$ cat src/rtl/fetch_stage_pkg.sv
// Shared types and constants for the instruction fetch stage.
// The optional misaligned-PC trap is enabled with FETCH_MISALIGN_EN.
package fetch_stage_pkg;

  localparam int unsigned FETCH_XLEN = 64;
  localparam logic [FETCH_XLEN-1:0] PC_RESET_DEFAULT = 64'h8000_0000;
  localparam logic [31:0] NOP_INSTR = 32'h0000_0013;

  typedef enum logic [1:0] {
    S_REQ,
    S_HOLD,
    S_DROP
  } fetch_state_t;

  typedef struct packed {
    logic [31:0]           raw_instr;
    logic [FETCH_XLEN-1:0] pc;
    logic                  valid;
  } fetch_data_t;

  function automatic logic pc_misaligned(input logic [1:0] pc_lsb);
    return pc_lsb != 2'b00;
  endfunction

endpackage

$ cat src/rtl/fetch_stage_if.sv
// Instruction bus, redirect and fetch/decode handshake bundle.
// out_exc exists only when FETCH_MISALIGN_EN is defined.
interface fetch_stage_if
  import fetch_stage_pkg::*;
#(
  parameter int XLEN = FETCH_XLEN
);
  logic            ireq_valid;
  logic [XLEN-1:0] ireq_addr;
  logic            iresp_data_ok;
  logic [31:0]     iresp_data;
  logic            redirect_valid;
  logic [XLEN-1:0] redirect_pc;
  logic            out_valid;
  logic            out_ready;
  logic [31:0]     out_instr;
  logic [XLEN-1:0] out_pc;
`ifdef FETCH_MISALIGN_EN
  logic            out_exc;
`endif

  modport master (
    output ireq_valid, ireq_addr,
    input  iresp_data_ok, iresp_data,
    input  redirect_valid, redirect_pc,
    output out_valid, out_instr, out_pc,
`ifdef FETCH_MISALIGN_EN
    output out_exc,
`endif
    input  out_ready
  );

  modport slave (
    input  ireq_valid, ireq_addr,
    output iresp_data_ok, iresp_data,
    output redirect_valid, redirect_pc,
    input  out_valid, out_instr, out_pc,
`ifdef FETCH_MISALIGN_EN
    input  out_exc,
`endif
    output out_ready
  );

endinterface

$ cat src/rtl/fetch_stage_pc_gen.sv
// Next-PC selection: redirect target beats sequential advance beats hold.
module pc_gen
  import fetch_stage_pkg::*;
#(
  parameter int XLEN = FETCH_XLEN
) (
  input  logic [XLEN-1:0] pc,
  input  logic            redirect_valid,
  input  logic [XLEN-1:0] redirect_pc,
  input  logic            advance,
  output logic [XLEN-1:0] next_pc
);

  always_comb begin
    next_pc = pc;
    if (redirect_valid) begin
      next_pc = redirect_pc;
    end else if (advance) begin
      next_pc = pc + XLEN'(4);
    end
  end

endmodule

$ cat src/rtl/fetch_stage.sv
// Instruction fetch stage: owns the PC, issues bus reads, feeds the F/D register.
// Define FETCH_MISALIGN_EN to trap misaligned PCs as a nop carrying out_exc.
module fetch_stage
  import fetch_stage_pkg::*;
#(
  parameter int              XLEN     = FETCH_XLEN,
  parameter logic [XLEN-1:0] PC_RESET = XLEN'(PC_RESET_DEFAULT)
) (
  input logic           clk,
  input logic           reset,
  fetch_stage_if.master bus
);

  fetch_state_t    state;
  logic [XLEN-1:0] pc;
  logic [XLEN-1:0] stale_addr;
  logic [XLEN-1:0] next_pc;
  logic            handshake;
  logic            misalign;
  fetch_data_t     fd_p1;

`ifdef FETCH_MISALIGN_EN
  logic exc_p1;
  assign misalign = (state == S_REQ) && pc_misaligned(pc[1:0]);
`else
  assign misalign = 1'b0;
`endif

  assign handshake = (state == S_HOLD) && fd_p1.valid && bus.out_ready;

  pc_gen #(.XLEN(XLEN)) u_pc_gen (
    .pc             (pc),
    .redirect_valid (bus.redirect_valid),
    .redirect_pc    (bus.redirect_pc),
    .advance        (handshake),
    .next_pc        (next_pc)
  );

  // A dropped request keeps presenting its original address until it returns.
  assign bus.ireq_valid = reset && (((state == S_REQ) && !misalign) || (state == S_DROP));
  assign bus.ireq_addr  = (state == S_DROP) ? stale_addr : pc;

  assign bus.out_valid = fd_p1.valid;
  assign bus.out_instr = fd_p1.raw_instr;
  assign bus.out_pc    = XLEN'(fd_p1.pc);
`ifdef FETCH_MISALIGN_EN
  assign bus.out_exc   = exc_p1;
`endif

  // Stage p1: F/D output register and fetch control
  always_ff @(posedge clk) begin
    if (!reset) begin
      state      <= S_REQ;
      pc         <= PC_RESET;
      stale_addr <= PC_RESET;
      fd_p1      <= '0;
`ifdef FETCH_MISALIGN_EN
      exc_p1     <= 1'b0;
`endif
    end else begin
      pc <= next_pc;
      case (state)
        S_REQ: begin
          if (bus.redirect_valid) begin
            if (!bus.iresp_data_ok && !misalign) begin
              stale_addr <= pc;
              state      <= S_DROP;
            end
          end else if (misalign) begin
            fd_p1 <= '{raw_instr: NOP_INSTR, pc: FETCH_XLEN'(pc), valid: 1'b1};
`ifdef FETCH_MISALIGN_EN
            exc_p1 <= 1'b1;
`endif
            state <= S_HOLD;
          end else if (bus.iresp_data_ok) begin
            fd_p1 <= '{raw_instr: bus.iresp_data, pc: FETCH_XLEN'(pc), valid: 1'b1};
            state <= S_HOLD;
          end
        end
        S_HOLD: begin
          if (bus.redirect_valid || handshake) begin
            fd_p1.valid <= 1'b0;
`ifdef FETCH_MISALIGN_EN
            exc_p1 <= 1'b0;
`endif
            state <= S_REQ;
          end
        end
        S_DROP: begin
          if (bus.iresp_data_ok) begin
            state <= S_REQ;
          end
        end
        default: state <= S_REQ;
      endcase
    end
  end

endmodule
$ cat src/flat_wrapper.sv
// flat-port wrapper written by rule: the top's interface ports become plain ports
module fetch_stage_flat import fetch_stage_pkg::*;
#(
  parameter int              XLEN     = FETCH_XLEN,
  parameter logic [XLEN-1:0] PC_RESET = XLEN'(PC_RESET_DEFAULT)
)
  (clk, reset, bus_ireq_valid, bus_ireq_addr, bus_iresp_data_ok, bus_iresp_data, bus_redirect_valid, bus_redirect_pc, bus_out_valid, bus_out_instr, bus_out_pc, bus_out_ready);
  fetch_stage_if #(.XLEN(XLEN)) bus_i ();
  input logic clk;
  input logic reset;
  output wire logic [$bits(bus_i.ireq_valid)-1:0] bus_ireq_valid;
  output wire logic [$bits(bus_i.ireq_addr)-1:0] bus_ireq_addr;
  input wire logic [$bits(bus_i.iresp_data_ok)-1:0] bus_iresp_data_ok;
  input wire logic [$bits(bus_i.iresp_data)-1:0] bus_iresp_data;
  input wire logic [$bits(bus_i.redirect_valid)-1:0] bus_redirect_valid;
  input wire logic [$bits(bus_i.redirect_pc)-1:0] bus_redirect_pc;
  output wire logic [$bits(bus_i.out_valid)-1:0] bus_out_valid;
  output wire logic [$bits(bus_i.out_instr)-1:0] bus_out_instr;
  output wire logic [$bits(bus_i.out_pc)-1:0] bus_out_pc;
  input wire logic [$bits(bus_i.out_ready)-1:0] bus_out_ready;
  assign bus_ireq_valid = bus_i.ireq_valid;
  assign bus_ireq_addr = bus_i.ireq_addr;
  assign bus_i.iresp_data_ok = bus_iresp_data_ok;
  assign bus_i.iresp_data = bus_iresp_data;
  assign bus_i.redirect_valid = bus_redirect_valid;
  assign bus_i.redirect_pc = bus_redirect_pc;
  assign bus_out_valid = bus_i.out_valid;
  assign bus_out_instr = bus_i.out_instr;
  assign bus_out_pc = bus_i.out_pc;
  assign bus_i.out_ready = bus_out_ready;
  fetch_stage #(.XLEN(XLEN), .PC_RESET(PC_RESET)) u_core (.clk(clk), .reset(reset), .bus(bus_i));
endmodule
$ cat config.mk
export PLATFORM = sky130hd
export DESIGN_NAME = fetch_stage_flat
export DESIGN_NICKNAME = d
export VERILOG_FILES = /design/src/rtl/fetch_stage_pkg.sv /design/src/rtl/fetch_stage_if.sv /design/src/rtl/fetch_stage_pc_gen.sv /design/src/rtl/fetch_stage.sv /design/src/flat_wrapper.sv
export SDC_FILE = /design/constraint.sdc
export NUM_CORES = 1
export LEC_CHECK = 0
export CAP_MARGIN = 30
export CORE_ASPECT_RATIO = 1.2
export CORE_MARGIN = 2
export CORE_UTILIZATION = 30
export DETAILED_ROUTE_END_ITERATION = 10
export PLACE_DENSITY_LB_ADDON = 0.1
export SKIP_CTS_REPAIR_TIMING = 1
export SYNTH_ARGS = -nofsm -noshare
export SYNTH_HDL_FRONTEND = slang
export SYNTH_SLANG_ARGS = --single-unit
$ cat constraint.sdc
create_clock -name clk -period 7.15 [get_ports clk]
set_input_delay 1.0725 -clock clk [delete_from_list [all_inputs] [get_ports clk]]
set_output_delay 1.0725 -clock clk [all_outputs]
set_load 0.01 [all_outputs]
==> results of run 1 <==
-- metrics by stage --
stage | cells | worst slack [ns]
final | 1939 | 3.18
after global routing | 1939 | 2.88
after CTS | 1937 | 2.56
after detailed placement | 1888 | 2.62
after global placement | 1888 | 2.68
after floorplan | 1269 | 4.27
-- cells by family after synthesis --
family | share of synthesized area, %
adder cells (fa/ha/maj) | 0.119
AO/OA/AOI/OAI | 19.8
AND/OR/NAND/NOR | 23.2
XOR/XNOR | 2.68
buffers and inverters | 4.36
flip-flops | 43.4
multiplexers | 6.53
-- final cells by class --
| cell class | count | area (sq um) |
|---|---|---|
| timing repair buffer | 274 | 2750 |
| clock inverter | 9 | 123 |
| multi-input combinational | 927 | 5510 |
| tap | 456 | 571 |
| inverter | 6 | 23.8 |
| fill | 3496 | 20000 |
| sequential | 227 | 4540 |
| clock buffer | 40 | 764 |
-- worst min path at each step --
| stage | cells past startpoint | slack [ns] | to | startpoint |
|---|---|---|---|---|
| floorplan | 2 | 0.44 | u_core.stale_addr[0]$_SDFFE_PN0P_ | u_core.stale_addr[0]$_SDFFE_PN0P_ |
| CTS | 2 | 0.46 | u_core.stale_addr[5]$_SDFFE_PN0P_ | u_core.stale_addr[5]$_SDFFE_PN0P_ |
| finish | 2 | 0.46 | u_core.stale_addr[54]$_SDFFE_PN0P_ | u_core.stale_addr[54]$_SDFFE_PN0P_ |
| global route | 2 | 0.48 | u_core.bus.out_instr[15]$_SDFFE_PN0P_ | u_core.bus.out_instr[15]$_SDFFE_PN0P_ |
| global placement | 2 | 0.45 | u_core.stale_addr[14]$_SDFFE_PN0P_ | u_core.stale_addr[14]$_SDFFE_PN0P_ |
| detailed placement | 2 | 0.46 | u_core.stale_addr[5]$_SDFFE_PN0P_ | u_core.stale_addr[5]$_SDFFE_PN0P_ |
-- cells in the final DEF (no fill, tap or decap), types with 7 or more instances in the layout --
master             n
xnor2_1           23
a21oi_1           21
xor2_1             9
nand4_1           18
a21boi_0         160
clkdlybuf4s50_1  261
o31ai_1            9
o21ai_0           65
clkbuf_1           9
a31oi_1           23
nor4_1            12
clkbuf_16         27
o211a_1           14
nand3_1           29
or4_1             12
dfxtp_1          227
or3_1             18
nor2_1             8
mux2_2            59
nor3_1            16
and3_1             7
nand2b_1          10
buf_4             10
nand2_1          364
-- state kept, by name (all words and copies together) (netlist names) --
| register | flops |
|---|---|
| u_core.bus.out_instr | 32 |
| u_core.bus.out_pc | 64 |
| u_core.bus.out_valid | 1 |
| u_core.pc | 64 |
| u_core.stale_addr | 64 |
| u_core.state | 2 |
-- critical path, cell delays in order --
cell	delay [ns]
clkdlybuf4s50_1	0.54
and4b_1	0.53
nand4_1	0.75
or3_1	0.79
or4_1	0.56
a31oi_1	0.16
-- power by group through the flow --
stage / clock, uW / combinational (uW) / sequential (uW)
CTS: 1440 / 402 / 1390
global placement: 0 / 399 / 1420
global route: 1490 / 433 / 1400
floorplan: 0 / 201 / 1390
detailed placement: 0 / 399 / 1420
finish: 1390 / 397 / 1390
-- per-layer routing --
layer	up-vias	track usage [%]
met4	2	3.51
met5	-	0
met3	37	3.18
met1	4378	23.6
li1	4771	-
met2	205	31.3
==> results.yml, run 1 <==
sta:
  slew_viol_final: 0
  fmax_mhz: 252
  finalSetupViolations: 0
  fin_crit_sh_pct: 55.5
  skew_ns: 0.0164
  max_slew.worst_pin.slew_ns: 0.876
  rsz0062_at_grt: "no"
  max-slew-margin-rel_pct: 41.6
  setup_tns_ns: 0
  hold_viol: 0
  timing.hold.ws_ns: 0.460
  period_needed_ns: 3.97
setup_path:
  r2r_setup_slack_ns: 3.60
  required_ns: 7.60
  crit_fanout: 16
  r2r_cells: 5
  critPathLaunch: "bus_out_ready"
  crit_path_end: "u_core.pc[58]$_SDFFE_PN0P_"
  end_kind: "flop"
  critPathLaunchType: "input pin"
  reg2reg_from: "u_core.state[0]$_SDFFE_PN0P_"
  crit_arrival_ns: 4.41
  worstSetupPathType: "input pin to flop"
  reg2reg_to: "u_core.pc[58]$_SDFFE_PN0P_"
yosys:
  ys_warn_count: 0
  syn-cell-area_sq_um: 10500
  syn-num-nets: 1371
  synth_flop_cell: "dfxtp_1"
  async_flop_share_pct: 0
  synth_seq_cells: 227
  synth_most_common_cell: "nand2_1"
  synth_area_leader_cell: "dfxtp_1"
  ys_seq_area_share_pct: 43.4
  syn_inst: 1269
  synthTopCellsByArea: "dfxtp_1 (43%), nand2_1 (13%), a21boi_0 (11%), mux2_2 (6.3%), clkbuf_1 (3.4%)"
  synth_edf_count: 0
  yosysUniqueCellTypes: 47
  syn_area_per_cell_sq_um: 8.25
  synth_top_area_share_pct: 43.4
  yosys-top-cells-count: "nand2_1 (364), dfxtp_1 (227), a21boi_0 (160), clkbuf_1 (94), o21ai_0 (65)"
placed_design:
  port_buffers: 262
  placed_cell_area_sq_um: 13300
  place_congestion: 0.719
  hpwl_mm: 22.2
pwr:
  finalPower_uw: 3180
  comb_power_share_pct: 12.5
  seq_power_share_pct: 43.7
  p_clk_share_pct: 43.8
  switchingPower_uw: 803
  ir_drop_mv: 0.140
  internal-power_uw: 2380
  powerDensity_nw_per_um2: 223
  p_leak_uw: 0.00484
  p_sw_share_pct: 25.2
clock_tree:
  numCtsBuffers: 27
  clk_latency_ns: 0.54
  cts.sinks: 227
  clockRootBuffer: "clkbuf_16"
  clkSlewWorstSetupHoldPaths_ns: 0.06
  clockBufferDepth: 3
  cts_tree: "yes"
  h-tree-depth: 1
finish:
  drive_above_1_share_pct: 8.50
  nNetsFinal: 1565
  fin_area_sq_um: 14300
  final_util_pct: 41.7
  area_delta_synth_final_pct: 36.4
  n_antenna_cell: 0
detailed_routing:
  drt_iter0_markers: 577
  via_per_inst: 4.84
  drc_errors: 0
  avgRoutedWirePerCell_um: 17.6
  dr_wl_met3_mm: 1.71
  wl_met1_mm: 15.6
  routed_wl_mm: 34.1
  num_vias: 9393
  final_antenna_net_count: 0
  wl_met2_mm: 16.3
  highest_layer: "met5"
  drt_pass1_iterations: 4
floorplanning:
  die_w_um: 175
  io_pins: 263
  rows: 74
  core_sq_um: 34300
  die_area_sq_um: 36400
  start_util_pct: 30.6
  die_y_um: 209
global_route:
  grt_use_total_pct: 18.1
  overflow: 0
  grt_max_degree: 94
  grt_pass1_wl_mm: 53.3
  antenna_found_initial: 1
  grt_pass1_vias: 9050
outcome:
  status: "completed"
run:
  drv_cap: 0
min_path:
  holdCritPathClass: "flop to flop"
Note: power is estimated with default switching activity, not from simulation.
==> inputs of run 2 (changes only) <==
==> constraint.sdc (replaced) <==
create_clock -name clk -period 3.9 [get_ports clk]
set_input_delay 0.585 -clock clk [delete_from_list [all_inputs] [get_ports clk]]
set_output_delay 0.585 -clock clk [all_outputs]
set_load 0.01 [all_outputs]
==> run 2 against run 1 <==
Effect of this change: sequential power rose by 83%; first-iteration DRC count shrank 7.5%; wire length fell by 0.24%; design area increased by 0.41%; utilization increased by 0.17 points; non-clock buffer count rose by 7; power is 82% higher; largest power group unchanged; clock power grew 81%; sequential share of layout area decreased by 0.13 points; clock skew rose by 0.0021 ns; via count up 0.89%.
==> results.yml, run 2 (synthesis results as in run 1) <==
finish:
  final_util_pct: 41.9
  final_cell_mix: "nand2_1 (364), clkdlybuf4s50_1 (261), dfxtp_1 (227)"
  nFillCells: 3512
  drive_above_1_share_pct: 9.19
  layout.cells.non_filler: 1946
  area_delta_synth_final_pct: 36.9
  nNetsFinal: 1572
  n_antenna_cell: 0
  fin_area_sq_um: 14300
  final_common_cell: "nand2_1"
setup_path:
  critical_path.cell_chain: "nor2b_4 -> buf_4 -> mux2_2 -> clkdlybuf4s50_1"
  critPathLaunchType: "flop"
  r2r_cells: 5
  crit_slowest_cell: "buf_4"
  cp_top_family: "buffers and inverters"
  reg2reg_to: "u_core.pc[62]$_SDFFE_PN0P_"
  crit_arrival_ns: 2.77
  end_kind: "primary output"
  worstSetupPathType: "flop to primary output"
  r2r_setup_slack_ns: 1.06
  worstSetupPathDepth: 4
  crit_fanout: 47
  required_ns: 3.31
  reg2reg_from: "u_core.pc[7]$_SDFFE_PN0P_"
  crit_buf_inv: 2
  critPathMaxStageDelay_ns: 0.58
  crit_path_end: "bus_ireq_addr[46]"
  critPathLaunch: "u_core.state[1]$_SDFFE_PN0P_"
sta:
  slew_viol_final: 0
  fmax_mhz: 298
  period_needed_ns: 3.35
  max-slew-margin-rel_pct: 39.3
  skew_ns: 0.0185
  max_slew.worst_pin.slew_ns: 0.910
  finalSetupViolations: 0
  hold_viol: 0
  fin_crit_sh_pct: 85.9
  setup_tns_ns: 0
  rsz0062_at_grt: "no"
floorplanning:
  die_y_um: 209
  io_pins: 263
  die_area_sq_um: 36400
  rows: 74
  die_w_um: 175
  core_sq_um: 34300
  start_util_pct: 30.6
detailed_routing:
  routed_wl_mm: 34.0
  final_antenna_net_count: 0
  drt_pass1_iterations: 5
  num_vias: 9477
  via_per_inst: 4.87
  avgRoutedWirePerCell_um: 17.5
  drt_iter0_markers: 534
  drc_errors: 0
pwr:
  finalPower_uw: 5800
  p_leak_uw: 0.00488
  ir_drop_mv: 0.249
  powerDensity_nw_per_um2: 404
min_path:
  hp-start: "u_core.stale_addr[29]$_SDFFE_PN0P_"
  holdCritPathClass: "flop to flop"
global_route:
  grt_max_degree: 229
  overflow: 0
  antenna_found_initial: 2
  grt_pass1_vias: 9189
  grt_pass1_wl_mm: 53.5
  grt_use_total_pct: 18.3
clock_tree:
  cts_tree: "yes"
  clockBufferDepth: 3
  numCtsBuffers: 27
  clockRootBuffer: "clkbuf_16"
  cts.sinks: 227
  clk_latency_ns: 0.55
  h-tree-depth: 1
  clkSlewWorstSetupHoldPaths_ns: 0.06
placed_design:
  hpwl_mm: 22.7
  place_congestion: 0.749
  dp_cells: 1897
  port_buffers: 262
  placed_cell_area_sq_um: 13500
outcome:
  status: "completed"
run:
  drv_cap: 0
-- run 2: changes by cell type in the layout (fill, tap and decap cells not counted), sizes merged --
cell    change
inv         +1
buf         +7
bufinv      -2
clkinv      +1
-- run 2: final cells by class --
type                       count  area, sq um  share of cell area (%)
multi-input combinational    927         5510                    38.4
clock inverter                 9         76.3                   0.532
inverter                       6         23.8                   0.166
sequential                   227         4540                    31.7
tap                          456          571                    3.98
clock buffer                  40          805                    5.61
timing repair buffer         281         2810                    19.6
-- run 2: where the power goes --
part,switching (uW),total [uW],internal (uW)
clock,1020,2510,1490
sequential,123,2550,2420
combinational,344,741,397
-- run 2: worst register-to-register path: stages (launching register included) --
cell	delay, ns
dfxtp_1	0.51
nand4_1	0.27
or4_1	0.80
or2_2	0.38
or4_1	0.52
o2111a_1	0.25
-- run 2: layer usage --
layer	part of all wire [%]	wire length [um]	GRT usage (%)
met5	0.070	24	0
met4	1.5	519	4.14
met3	4.9	1680	3.46
met2	48	16400	31.4
met1	45	15400	23.8
-- run 2: worst min-delay path by stage --
stage | end | cells past startpoint
2_1_floorplan | u_core.stale_addr[0]$_SDFFE_PN0P_ | 2
3_3_place_gp | u_core.stale_addr[2]$_SDFFE_PN0P_ | 2
3_5_place_dp | u_core.stale_addr[9]$_SDFFE_PN0P_ | 2
4_1_cts | u_core.stale_addr[9]$_SDFFE_PN0P_ | 2
5_1_grt | u_core.stale_addr[13]$_SDFFE_PN0P_ | 2
6_report | u_core.stale_addr[29]$_SDFFE_PN0P_ | 2
-- run 2: per-stage QoR --
| step | setup slack, ns | hold slack, ns |
|---|---|---|
| after global placement | 0.763 | 0.449 |
| final | 0.549 | 0.461 |
| after global routing | 0.355 | 0.482 |
| after CTS | 0.499 | 0.464 |
| after floorplan | 1.51 | 0.440 |
| after detailed placement | 0.755 | 0.455 |
==> inputs of run 3 (changes only) <==
--- a/config.mk
+++ b/config.mk
@@ -9,7 +9,9 @@
 export CORE_ASPECT_RATIO = 1.2
 export CORE_MARGIN = 2
 export CORE_UTILIZATION = 30
+export CTS_BUF_LIST = sky130_fd_sc_hd__clkbuf_8
 export DETAILED_ROUTE_END_ITERATION = 10
+export DONT_BUFFER_PORTS = 1
 export PLACE_DENSITY_LB_ADDON = 0.1
 export SKIP_CTS_REPAIR_TIMING = 1
 export SYNTH_ARGS = -nofsm -noshare
==> run 3 against run 2 <==
Effect of this change: sequential share of layout area grew 7.4 points; highest routed layer unchanged; fmax grew 15%; register-to-register slack gained 0.06 ns; design area shrank 19%; sequential power is essentially flat; combinational power shrank 45%; global-route usage shrank 0.31 points; clock power shrank 4%; clock skew shrank 0.0021 ns; power shrank 7.1%; worst setup slack gained 0.44 ns; flip-flop and latch count is the same; largest cell class unchanged.
==> results.yml, run 3 (synthesis results as in run 1) <==
setup_path:
  crit_arrival_ns: 2.33
  crit_slowest_cell: "buf_4"
  required_ns: 3.31
  crit_fanout: 46
  reg2reg_from: "u_core.pc[7]$_SDFFE_PN0P_"
  cp_top_family: "buffers and inverters"
  r2r_setup_slack_ns: 1.12
  crit_buf_inv: 1
  r2r_cells: 5
  critPathLaunchType: "flop"
  worstSetupPathDepth: 3
  reg2reg_to: "u_core.pc[62]$_SDFFE_PN0P_"
  critPathMaxStageDelay_ns: 0.55
  end_kind: "primary output"
  worstSetupPathType: "flop to primary output"
  critical_path.cell_chain: "nor2b_4 -> buf_4 -> mux2_2"
  critPathLaunch: "u_core.state[1]$_SDFFE_PN0P_"
sta:
  fin_crit_sh_pct: 74.7
  finalSetupViolations: 0
  hold_viol: 0
  rsz0062_at_grt: "no"
  period_needed_ns: 2.91
  slew_viol_final: 0
  fmax_mhz: 343
  skew_ns: 0.0164
  max-slew-margin-rel_pct: 52.6
  max_slew.worst_pin.slew_ns: 0.706
  setup_tns_ns: 0
min_path:
  hp-start: "bus_redirect_pc[10]"
  holdCritPathClass: "input pin to flop"
  hold_depth: 1
  hold_end: "u_core.pc[10]$_SDFFE_PN0P_"
detailed_routing:
  routed_wl_mm: 33.5
  num_vias: 8566
  via_per_inst: 5.01
  final_antenna_net_count: 0
  avgRoutedWirePerCell_um: 19.6
  drc_errors: 0
  drt_iter0_markers: 421
  drt_pass1_iterations: 5
floorplanning:
  core_sq_um: 34300
  die_area_sq_um: 36400
  die_w_um: 175
  rows: 74
  start_util_pct: 30.6
  io_pins: 263
  die_y_um: 209
global_route:
  grt_pass1_wl_mm: 51.6
  grt_pass1_vias: 8327
  grt_busiest_layer: "met2"
  met2_usage_pct: 29.4
  grt_use_total_pct: 18.0
  grt_max_degree: 230
  use_met1_pct: 22.8
  antenna_found_initial: 4
  use_met3_pct: 5.08
  overflow: 0
finish:
  drive_above_1_share_pct: 12.1
  nNetsFinal: 1322
  final_common_cell: "nand2_1"
  area_delta_synth_final_pct: 11.1
  final_cell_mix: "nand2_1 (364), dfxtp_1 (227), a21boi_0 (160)"
clock_tree:
  cts.sinks: 227
  h-tree-depth: 2
  clkSlewWorstSetupHoldPaths_ns: 0.06
  clockBufferDepth: 3
  clockRootBuffer: "clkbuf_8"
  clk_latency_ns: 0.57
  cts_tree: "yes"
  numCtsBuffers: 44
pwr:
  ir_drop_mv: 0.195
  finalPower_uw: 5380
  p_leak_uw: 0.00393
  powerDensity_nw_per_um2: 463
run:
  drv_cap: 0
placed_design:
  port_buffers: 0
  place_congestion: 0.728
  hpwl_mm: 22.2
outcome:
  status: "completed"
==> run 3: worst max path at each step <==
stage,slack [ns],end
6_report,0.99,bus_ireq_addr[58]
5_1_grt,0.88,bus_ireq_addr[58]
4_1_cts,0.93,bus_ireq_addr[7]
3_5_place_dp,1.11,u_core.pc[62]$_SDFFE_PN0P_
3_3_place_gp,1.16,u_core.pc[58]$_SDFFE_PN0P_
2_1_floorplan,1.51,u_core.pc[57]$_SDFFE_PN0P_
==> run 3: report_power, final <==
group | internal, uW | leakage (uW) | switching [uW]
registers | 2420 | 0.00185 | 148
clock network | 1320 | 0.000492 | 1080
logic | 162 | 0.00158 | 242
==> run 3: layout make-up <==
class | count | area, sq um
Timing Repair Buffer | 14 | 105
Clock buffer | 51 | 702
Sequential cell | 227 | 4540
Fill cell | 3620 | 22600
Antenna cell | 2 | 5.00
Tap cell | 456 | 571
Multi-Input combinational cell | 927 | 5510
Clock inverter | 26 | 174
Inverter | 6 | 23.8
==> run 3: through the flow <==
step           hold slack, ns  cells  instance area [sq um]  util [%]  worst slack [ns]
4_1_cts                0.0988   1707                  11600      33.9             0.932
3_3_place_gp            0.446   1630                  10800      31.4              1.16
6_report                0.149   1709                  11600      34.0             0.987
5_1_grt                 0.103   1709                  11600      34.0             0.882
3_5_place_dp            0.452   1630                  10800      31.4              1.11
2_1_floorplan           0.440   1269                  10500         -              1.51
==> run 3: routing by layer <==
layer | share of wire (%) | wire [um] | vias up
met4 | 2.3 | 779 | 2
met2 | 47 | 15700 | 233
li1 | - | - | 4290
met1 | 44 | 14900 | 3991
met5 | 0.024 | 8 | -
met3 | 6.4 | 2140 | 50
